`src/rtl/fifo_uart_pkg.sv`:
```
`default_nettype none
// ============================================================================
//  Module      : fifo_uart_pkg
//  Description : Shared types and helpers for the FIFO-fed UART transmitter:
//                FSM state encoding, counter-width helpers, parity function.
//                The PARITY state encoding is present only when
//                FIFO_UART_TX_PARITY_EN is defined.
//  Revision    : 1.0 - initial release
// ============================================================================
package fifo_uart_pkg;

    // Widest data word the parity helper accepts; callers zero-extend.
    localparam int c_PAR_MAX_W = 64;

    typedef enum logic [2:0] {
        ST_IDLE   = 3'd0,
        ST_POP    = 3'd1,
        ST_LOAD   = 3'd2,
        ST_START  = 3'd3,
        ST_DATA   = 3'd4,
`ifdef FIFO_UART_TX_PARITY_EN
        ST_PARITY = 3'd5,
`endif
        ST_STOP   = 3'd6
    } tx_state_t;

    // Baud counter spans 0..div-1.
    function automatic int baud_cnt_w(input int div);
        return (div > 1) ? $clog2(div) : 1;
    endfunction

    // Bit counter must be able to hold the value data_w.
    function automatic int bit_cnt_w(input int data_w);
        return $clog2(data_w + 1);
    endfunction

    // Even parity bit: XOR of all data bits (zero-extended input).
    function automatic logic even_parity(input logic [c_PAR_MAX_W-1:0] data);
        return ^data;
    endfunction

endpackage
`default_nettype wire

```
`src/rtl/uart_baud_cnt.sv`:
```
`default_nettype none
// ============================================================================
//  Module      : uart_baud_cnt
//  Description : Free-running 0..CLK_DIV-1 counter for UART bit timing.
//                clear has priority over enable and returns the count to 0.
//  Ports       : clk, rst_n (async active-low)
//                clear    - synchronous return to 0
//                enable   - advance the count
//                tick     - count is at CLK_DIV-1 while enabled (terminal)
//                pre_tick - count is at CLK_DIV-2 while enabled
//  Revision    : 1.0 - initial release
// ============================================================================
module uart_baud_cnt
    import fifo_uart_pkg::*;
#(
    parameter int CLK_DIV = 16
) (
    input  logic clk,
    input  logic rst_n,
    input  logic clear,
    input  logic enable,
    output logic tick,
    output logic pre_tick
);

    localparam int              c_CNT_W = baud_cnt_w(CLK_DIV);
    localparam logic [c_CNT_W-1:0] c_TC  = c_CNT_W'(CLK_DIV - 1);
    localparam logic [c_CNT_W-1:0] c_PRE = c_CNT_W'(CLK_DIV - 2);
    localparam logic [c_CNT_W-1:0] c_ONE = c_CNT_W'(1);

    logic [c_CNT_W-1:0] r_cnt;

    always_ff @(posedge clk or negedge rst_n) begin
        if (!rst_n) begin
            r_cnt <= '0;
        end else if (clear) begin
            r_cnt <= '0;
        end else if (enable) begin
            r_cnt <= (r_cnt == c_TC) ? '0 : r_cnt + c_ONE;
        end
    end

    assign tick     = enable && (r_cnt == c_TC);
    assign pre_tick = enable && (r_cnt == c_PRE);

endmodule
`default_nettype wire

```
`src/rtl/fifo_uart_tx.sv`:
```
`default_nettype none
// ============================================================================
//  Module      : fifo_uart_tx
//  Description : Read-side consumer of a synchronous FIFO. Pops one word when
//                the FIFO is not empty and sends it as a UART frame:
//                start (0), DATA_W bits LSB first, [even parity], stop (1).
//                Optional parity bit: define FIFO_UART_TX_PARITY_EN.
//  Ports       : clk        - system clock (rising edge)
//                rst_n      - asynchronous active-low reset
//                fifo_empty - FIFO empty flag
//                fifo_data  - FIFO data_out (valid the cycle after rd_en)
//                fifo_rd_en - one-cycle pop request
//                tx         - serial line, idles high
//                busy       - high in every state except IDLE
//                byte_done  - one-cycle pulse on the last cycle of a frame
//  Revision    : 1.0 - initial release
// ============================================================================
module fifo_uart_tx
    import fifo_uart_pkg::*;
#(
    parameter int DATA_W    = 8,
    parameter int CLK_DIV   = 16,
    parameter int STOP_BITS = 1
) (
    input  logic              clk,
    input  logic              rst_n,
    input  logic              fifo_empty,
    input  logic [DATA_W-1:0] fifo_data,
    output logic              fifo_rd_en,
    output logic              tx,
    output logic              busy,
    output logic              byte_done
);

    localparam int                 c_BIT_W     = bit_cnt_w(DATA_W);
    localparam logic [c_BIT_W-1:0] c_LAST_BIT  = c_BIT_W'(DATA_W - 1);
    localparam logic [c_BIT_W-1:0] c_LAST_STOP = c_BIT_W'(STOP_BITS - 1);
    localparam logic [c_BIT_W-1:0] c_ONE       = c_BIT_W'(1);

    tx_state_t          r_state;
    tx_state_t          w_state_next;
    logic [DATA_W-1:0]  r_shift;
    logic [DATA_W-1:0]  w_shift_nx;
    logic [c_BIT_W-1:0] r_bit_cnt;
    logic               r_tx;
    logic               r_rd_en;
    logic               r_busy;
    logic               r_byte_done;
    logic               w_tx_next;
    logic               w_byte_done_next;
    logic               w_tick;
    logic               w_pre_tick;
    logic               w_baud_en;
    logic               w_baud_clr;
    logic               w_data_last;
    logic               w_stop_last;

`ifdef FIFO_UART_TX_PARITY_EN
    logic                   r_parity;
    logic [c_PAR_MAX_W-1:0] w_par_in;

    always_comb begin
        w_par_in               = '0;
        w_par_in[DATA_W-1:0]   = fifo_data;
    end
`endif

    // Counter runs only while a bit is on the line; any state change
    // restarts it so every state begins at count 0.
    assign w_baud_en  = (r_state == ST_START) || (r_state == ST_DATA) ||
`ifdef FIFO_UART_TX_PARITY_EN
                        (r_state == ST_PARITY) ||
`endif
                        (r_state == ST_STOP);
    assign w_baud_clr = (w_state_next != r_state);

    uart_baud_cnt #(
        .CLK_DIV (CLK_DIV)
    ) u_baud (
        .clk      (clk),
        .rst_n    (rst_n),
        .clear    (w_baud_clr),
        .enable   (w_baud_en),
        .tick     (w_tick),
        .pre_tick (w_pre_tick)
    );

    assign w_shift_nx  = r_shift >> 1;
    assign w_data_last = (r_bit_cnt == c_LAST_BIT);
    assign w_stop_last = (r_bit_cnt == c_LAST_STOP);

    // Next state plus next values of every registered output.
    always_comb begin
        w_state_next     = r_state;
        w_byte_done_next = 1'b0;
        w_tx_next        = 1'b1;

        case (r_state)
            ST_IDLE:  if (!fifo_empty) w_state_next = ST_POP;
            ST_POP:   w_state_next = ST_LOAD;
            ST_LOAD:  w_state_next = ST_START;
            ST_START: if (w_tick) w_state_next = ST_DATA;
            ST_DATA: begin
                if (w_tick && w_data_last) begin
`ifdef FIFO_UART_TX_PARITY_EN
                    w_state_next = ST_PARITY;
`else
                    w_state_next = ST_STOP;
`endif
                end
            end
`ifdef FIFO_UART_TX_PARITY_EN
            ST_PARITY: if (w_tick) w_state_next = ST_STOP;
`endif
            ST_STOP: begin
                // Registered pulse must land on the terminal cycle, so it is
                // launched one count early.
                if (w_pre_tick && w_stop_last) w_byte_done_next = 1'b1;
                if (w_tick && w_stop_last) begin
                    w_state_next = fifo_empty ? ST_IDLE : ST_POP;
                end
            end
            default: w_state_next = ST_IDLE;
        endcase

        // Line level for the cycle after this edge; changes only on state
        // entry or on a baud terminal count inside DATA.
        case (w_state_next)
            ST_START: w_tx_next = 1'b0;
            ST_DATA: begin
                if (r_state != ST_DATA) w_tx_next = r_shift[0];
                else if (w_tick)        w_tx_next = w_shift_nx[0];
                else                    w_tx_next = r_tx;
            end
`ifdef FIFO_UART_TX_PARITY_EN
            ST_PARITY: w_tx_next = r_parity;
`endif
            default: w_tx_next = 1'b1;
        endcase
    end

    // State register and registered outputs.
    always_ff @(posedge clk or negedge rst_n) begin
        if (!rst_n) begin
            r_state     <= ST_IDLE;
            r_tx        <= 1'b1;
            r_rd_en     <= 1'b0;
            r_busy      <= 1'b0;
            r_byte_done <= 1'b0;
        end else begin
            r_state     <= w_state_next;
            r_tx        <= w_tx_next;
            r_rd_en     <= (w_state_next == ST_POP);
            r_busy      <= (w_state_next != ST_IDLE);
            r_byte_done <= w_byte_done_next;
        end
    end

    // Shift register and bit counter.
    always_ff @(posedge clk or negedge rst_n) begin
        if (!rst_n) begin
            r_shift   <= '0;
            r_bit_cnt <= '0;
`ifdef FIFO_UART_TX_PARITY_EN
            r_parity  <= 1'b0;
`endif
        end else begin
            case (r_state)
                ST_LOAD: begin
                    r_shift   <= fifo_data;
                    r_bit_cnt <= '0;
`ifdef FIFO_UART_TX_PARITY_EN
                    r_parity  <= even_parity(w_par_in);
`endif
                end
                ST_DATA: begin
                    if (w_tick) begin
                        r_shift   <= w_shift_nx;
                        r_bit_cnt <= w_data_last ? '0 : r_bit_cnt + c_ONE;
                    end
                end
                // Reused to count stop bits.
                ST_STOP: begin
                    if (w_tick) r_bit_cnt <= w_stop_last ? '0 : r_bit_cnt + c_ONE;
                end
                default: ;
            endcase
        end
    end

    assign fifo_rd_en = r_rd_en;
    assign tx         = r_tx;
    assign busy       = r_busy;
    assign byte_done  = r_byte_done;

endmodule
`default_nettype wire

```
`config.mk`:
```
export PLATFORM = sky130hd
export DESIGN_NAME = fifo_uart_tx
export DESIGN_NICKNAME = d
export VERILOG_FILES = /design/src/rtl/fifo_uart_pkg.sv /design/src/rtl/uart_baud_cnt.sv /design/src/rtl/fifo_uart_tx.sv
export SDC_FILE = /design/constraint.sdc
export NUM_CORES = 1
export LEC_CHECK = 0
export ABC_AREA = 1
export CORE_ASPECT_RATIO = 0.9
export CORE_MARGIN = 3
export CORE_UTILIZATION = 54
export DETAILED_ROUTE_END_ITERATION = 16
export GPL_ROUTABILITY_DRIVEN = 0
export GPL_TIMING_DRIVEN = 0
export PLACE_DENSITY = 0.78
export SLEW_MARGIN = 10
export SYNTH_ARGS = -nofsm -noshare
export SYNTH_HDL_FRONTEND = slang
export SYNTH_HIERARCHICAL = 1
export SYNTH_SLANG_ARGS = --single-unit
export TNS_END_PERCENT = 20
```
`constraint.sdc`:
```
create_clock -name clk -period 2.5 [get_ports clk]
set_input_delay 0.25 -clock clk [delete_from_list [all_inputs] [get_ports clk]]
set_output_delay 0.25 -clock clk [all_outputs]
set_load 0.1 [all_outputs]
```
Word-level counts from Yosys, hierarchy flattened:

Index checks and enable logic that the tools add are counted.

* register bits after elaboration: 23
* bits of input ports: 11
* output and inout bits: 4

* $add $sub $neg: 2
* equal/unequal tests: 16
* mux-type cells: 21
* reduce and logical (&&, ||, !) cells: 15

Operators with widths (count)
* 4-bit two-way mux: 7
* 3-bit one-hot mux with 6 select lines: 1
* 8-bit one-hot mux with 2 select lines: 1
* 3-bit two-way mux: 4
* 4-bit one-hot mux with 3 select lines: 1
* 3-bit by 2-bit equality test with 1-bit output (second input constant): 3
* 3-bit equality test (second input constant): 3
* 4-bit by 1-bit adder with 4-bit output (second input constant): 2
* 4-bit equality test (second input constant): 2
* 8-bit two-way mux: 1
* 3-bit by 1-bit equality test with 1-bit output (second input constant): 2
* 3-bit != test (second input constant): 2
* 3-bit nonzero test: 2
* 1-bit logical AND: 5
* 1-bit two-way mux: 5
* 4-bit by 3-bit equality test with 1-bit output (second input constant): 1
* 4-bit logical NOT: 1
* 2-bit != test (second input constant): 2
* 2-bit nonzero test: 2
* 3-bit logical NOT: 1
* 3-bit != test: 1
* 3-bit AND reduction: 1
* 1-bit logical OR: 2
* 1-bit one-hot mux with 2 select lines: 1
* 2-bit AND reduction: 1

Longest topological paths before layout:

* word-level depth: 9
* gate-level depth with buffers: 20
* depth with buffers taken out: 19

By module:

The synthesis kept the hierarchy.

Modules (own cells, without submodules)
* fifo_uart_tx: instances 1, cells each 137, area an instance 1044.8 µm²
* uart_baud_cnt: instances 1, cells each 32, area an instance 254.0 µm²

Worst setup path after synthesis:

No wires, ideal clock.

* kind: register to register
* start point: register r_state[0]
* end point: register u_baud.r_cnt[3]
* library setup time: 0.116 ns
* arrival time: 2.093 ns
* data required time: 2.384 ns
* setup slack: 0.291 ns
* stages on the path, launching flop included: 20
* path buffers: 0
* cells stage by stage: dfrtp_1 -> inv_2 -> o21ai_0 -> nand2_1 -> inv_1 -> inv_2 -> nor2_1 -> inv_1 -> nor2_1 -> nand2_1 -> nand3_1 -> nand2_1 -> inv_1 -> nand2_1 -> nand3_1 -> nor2_4 -> nand2_1 -> inv_1 -> nand2_1 -> nand2_1

* longest elaborated chain between the ends: 9
* elaborated cells between the ends (all ways): 19
* classes of those cells: 6 x eq/ne; 6 x mux; 7 x reduce/logical

RTL lines
* from (decl): line fifo_uart_tx.sv:40 `tx_state_t r_state;`
* from (signal assigned): line fifo_uart_tx.sv:151 `r_state <= w_state_next;`
* 3-bit by 2-bit equality test with 1-bit output / 3-bit equality test (equally long branches): line fifo_uart_tx.sv:70 `assign w_baud_en = (r_state == ST_START) || (r_state == ST_DATA) ||`
* 1-bit logical OR: line fifo_uart_tx.sv:70
* 1-bit logical OR (*): line fifo_uart_tx.sv:70
* via w_baud_en: line fifo_uart_tx.sv:53 `logic w_baud_en;`
* 1-bit logical AND (*): line uart_baud_cnt.sv:43 `assign tick = enable && (r_cnt == c_TC);`
* via w_tick: line fifo_uart_tx.sv:51 `logic w_tick;`
* 1-bit logical AND (on tied branches): line fifo_uart_tx.sv:119, fifo_uart_tx.sv:104
* 3-bit two-way mux (on tied branches): line fifo_uart_tx.sv:119, fifo_uart_tx.sv:104
* 3-bit one-hot mux with 6 select lines (*): line fifo_uart_tx.sv:98 `case (r_state)`
* via w_state_next[1]: line fifo_uart_tx.sv:41 `tx_state_t w_state_next;`
* 3-bit != test (*): line fifo_uart_tx.sv:75 `assign w_baud_clr = (w_state_next != r_state);`
* via w_baud_clr: line fifo_uart_tx.sv:54 `logic w_baud_clr;`
* 4-bit two-way mux / 2-bit nonzero test (equally long branches)
* to (signal assigned): line uart_baud_cnt.sv:39 `r_cnt <= (r_cnt == c_TC) ? '0 : r_cnt + c_ONE;`
* to (decl): line uart_baud_cnt.sv:31 `logic [c_CNT_W-1:0] r_cnt;`

The timed path passes the listed nets; every way through them passes the cells marked *.
A chain may end at the register's enable or synchronous reset.

Worst setup path after layout:

Same ends and word-level chain as after synthesis.

==> impl_results.rst <==
.. list-table::
   :header-rows: 1

   * - Metric
     - Value
   * - CTS tree
     - done
   * - Sequential element share of the synthesized area
     - 44.41%
   * - Worst Tran Pin Value
     - 1014 ps
   * - Distinct cell type count after synthesis
     - 29
   * - Total vias in the final route
     - 1,118
   * - Static leakage
     - ~0.82 nW
   * - Number of clock sinks
     - 23
   * - Number of fill cells
     - approximately 190
   * - CP Max Fanout
     - 7
   * - Critical Path Source Type
     - flip-flop
   * - Arrival time reported for the critical path endpoint
     - 2540 ps
   * - TritonRoute pass-1 iters
     - 4
   * - Top-level port count
     - 15
   * - Area of the mapped netlist
     - about 1300 um2
   * - Maximum Capacitance Violations
     - 0
   * - Combinational group share of total power
     - 7.0%
   * - Utilization of the core after routing
     - roughly two thirds
   * - # nets final
     - 203
   * - Critical path cell sequence
     - inv_2 > o21ai_0 > nand2_1 > inv_1 > inv_2 > nor2_4 > inv_2 > nor2_2 > nand2_1 > nand3_1 > nand2_1 > inv_1 > nand2_1 > nand3_2 > nor2_4 > nand2_1 > inv_1 > nand2_1 > nand2_1
   * - Normalized max-slew margin
     - 32.17%
   * - Pwr dens
     - 392.1 nW/um2
   * - Floorplan Core Area
     - 2222 um2
   * - Worst Clk Skew
     - 8.017 ps
   * - Congestion Overflow GR
     - 0
   * - Iteration-0 DRC Markers
     - 37
   * - Peak clock frequency supported by timing
     - 0.4316 GHz
   * - Vias in the first global route
     - 1,042
   * - Number of setup buffers added after CTS
     - 0
   * - Detail Placement HPWL
     - 1940 um
   * - Clock group share of total power
     - 28.9%
   * - Number of synthesized flops with an enable pin
     - 0
   * - CTS buffer count
     - 3
   * - Synth warnings
     - 6
   * - Gate count after technology mapping
     - 169
   * - Critical path endpoint category
     - flip-flop
   * - Most frequently used cell type in the post-synthesis netlist
     - nand2_1
   * - Number of nets with antenna violations after detailed routing
     - 0
   * - Class of the most critical setup path
     - flip-flop to flip-flop
   * - Register area
     - 579.3 um2
   * - Slowest cell on crit path
     - dfrtp_2
   * - Final critical-path required period
     - 2317 ps
   * - Starting Density
     - about three fifths
   * - Final Instance Area
     - 1520 um2
   * - Area of the die
     - about 3000 um2
   * - Fraction of power spent switching nets
     - 22.96%
   * - Maximum level of the CTS H-tree
     - 1
   * - Layout overhead on the synthesized area
     - 17.05%
   * - Combined area of the multi-input logic cells
     - around 620 um2
   * - Run status
     - finished, final reports clean
   * - Buffers on Ports
     - 14
   * - Root cell of the clock tree
     - clkbuf_4
   * - Worst IR drop on VDD
     - 0.0004379 V
   * - CP max stage delay
     - roughly 470 ps
   * - Antenna violations before repair
     - 0
   * - Number of endpoints with negative hold slack in the final report
     - 0
   * - Final routed wire length divided by cell count
     - approximately 12 um
   * - Post-route clock period utilization
     - 92.68%
   * - Switching power
     - 0.0001369 W
   * - Dominant register cell in the synthesized netlist
     - dfrtp_1
   * - Clock latency at the later pin of the worst-skew pair
     - 310 ps
   * - Drt drc
     - 0
   * - Final worst-path setup slack
     - 183.1 ps
   * - Die Wd
     - around 58 um
   * - Share of layout cells above drive strength 1
     - 13.90%
   * - Class of the most critical hold timing path
     - input pin to async pin
   * - Placement-stage worst setup slack
     - -132.3 ps
   * - Internal power summed over all cells
     - approximately 0.00046 W
   * - Total cell area at the placement stage
     - 1473 um2
   * - Mapped Nets
     - 184
   * - Setup-failing EPs final
     - 0
   * - Synth top cells by count
     - 44 x nand2_1, 22 x dfrtp_1, 22 x inv_1, 20 x nor2_1, 12 x nand3_1
   * - GRT Util Overall
     - 19.11%
   * - Register share of total power
     - between 60 and 70%
   * - Final Max Tran Viols
     - 0
   * - Total wire length after detailed routing
     - 2556 um
   * - Required time reported for the critical path endpoint
     - 2730 ps
   * - Post-Syn Area per Cell
     - 7.685 um2
   * - Antenna diode count
     - 0
   * - Pin count of the biggest net entering global routing
     - 24
   * - Critical Path Most Common Cell
     - nand2_1
   * - Async set-or-reset flop fraction in the synthesized netlist
     - 100.0%
   * - CTS clock-pin slew for the worst setup and hold paths
     - 130 ps
   * - Placement row count
     - 16
   * - Vertical die dimension
     - about 53 um
   * - Wire length of the first global-routing pass
     - between 4000 and 5000 um
   * - Avg Vias per Cell
     - 5.224
   * - Main area contributors after synthesis
     - dfrtp_1 42%, nand2_1 13%, inv_1 6.4%
   * - Synthesized flop and latch total
     - 23
   * - Max Buffers Root-to-Sink
     - 2
   * - Fraction of post-synthesis cell area in the top cell type by area
     - 42.39%
   * - Synth area leader
     - dfrtp_1
==> flip-flops by register name, summed over array words and instances (netlist names) <==
signal,count
tx,1
r_bit_cnt,4
byte_done,1
fifo_rd_en,1
busy,1
r_state,3
r_shift,8
u_baud/r_cnt,4
==> path summary, 6_finish.rpt <==
path	cells past startpoint	end	start	slack, ps
min in group clk	3	r_shift[7]$_DFFE_PN0P_	fifo_data[7]	490
setup / recovery	19	u_baud/r_cnt[3]$_DFFE_PN0P_	r_state[0]$_DFF_PN0_	180
hold reg to reg	2	r_shift[5]$_DFFE_PN0P_	r_shift[5]$_DFFE_PN0P_	540
hold / removal	1	u_baud/r_cnt[0]$_DFFE_PN0P_	rst_n	470
setup reg to reg	19	u_baud/r_cnt[3]$_DFFE_PN0P_	r_state[0]$_DFF_PN0_	180
max in group asynchronous	1	r_state[1]$_DFF_PN0_	rst_n	1350
==> critical path, delay by kind of cell, from the launching register on <==
kind | cells | cell delay [ps]
compound gates | 1 | 170
simple gates | 12 | 1060
buf+inv | 6 | 530
flops | 1 | 470
==> area by class of cell <==
class	instances	share of cell area [%]
multi-input combinational	117	40.82
sequential	23	38.11
timing repair buffer	14	9.218
inverter	26	6.420
tap	27	2.222
clock buffer	3	1.481
buffer	3	1.399
clock inverter	1	0.3292
==> logic make-up after synthesis <==
family                     Yosys count  share of synthesized area, %
and+or+nand+nor                     89                         30.64
buffers and inverters               29                         9.152
AOI/OAI and AO/OA                   23                         11.27
DFF                                 23                         44.41
adders and majority gates            4                         3.854
xor gates and xnor gates             1                        0.6745
==> power by group through the flow <==
stage	combinational [W]	sequential (W)	clock, W
floorplan	0.0000102	0.000395	0
global placement	0.0000419	0.000388	0
detailed placement	0.0000429	0.000389	0
CTS	0.0000430	0.000382	0.000181
global route	0.0000463	0.000383	0.000192
finish	0.0000420	0.000382	0.000172
==> cells in the final DEF (no fill, tap or decap), drive strengths merged <==
master,n
dfstp,1
o211ai,4
nand4,3
nand2,45
or2,1
o22ai,1
buf,3
clkdlybuf4s50,14
a31oi,2
clkbuf,3
nand3b,2
o21ai,11
dfrtp,22
nor3b,1
ha,4
xor2,1
a21oi,4
o21bai,1
nand3,13
clkinv,1
nor2,22
and3,1
inv,26
nor3,1
==> through the flow <==
stage | power [W] | hold WS (ps) | setup TNS (ps) | cells
5_1_grt | 0.0006207 | 508.5 | -16.87 | 214
3_5_place_dp | 0.0004316 | 508.1 | -363.3 | 210
4_1_cts | 0.0006058 | 485.1 | 0 | 214
6_report | 0.0005960 | 472.2 | 0 | 214
3_3_place_gp | 0.0004303 | 499.9 | -204.6 | 210
2_1_floorplan | 0.0004047 | -45.59 | 0 | 169
==> routing by layer <==
metal  track usage [%]  up-vias  share of wire [%]
met3             5.665        4                4.0
met2             32.14       18                 50
met4             5.019        0               0.90
li1                  -      580                  -
met5                 0        -                  0
met1             23.95      516                 45
==> repair_timing <==
item | 4_1_cts | 5_1_grt
pin swaps | 0 | 2
gates cloned | 0 | 0
setup endpoints to repair | 4 | 4
resized for setup | 5 | 3
hold buffers | 0 | 0
(Power assumes the default switching activity.)
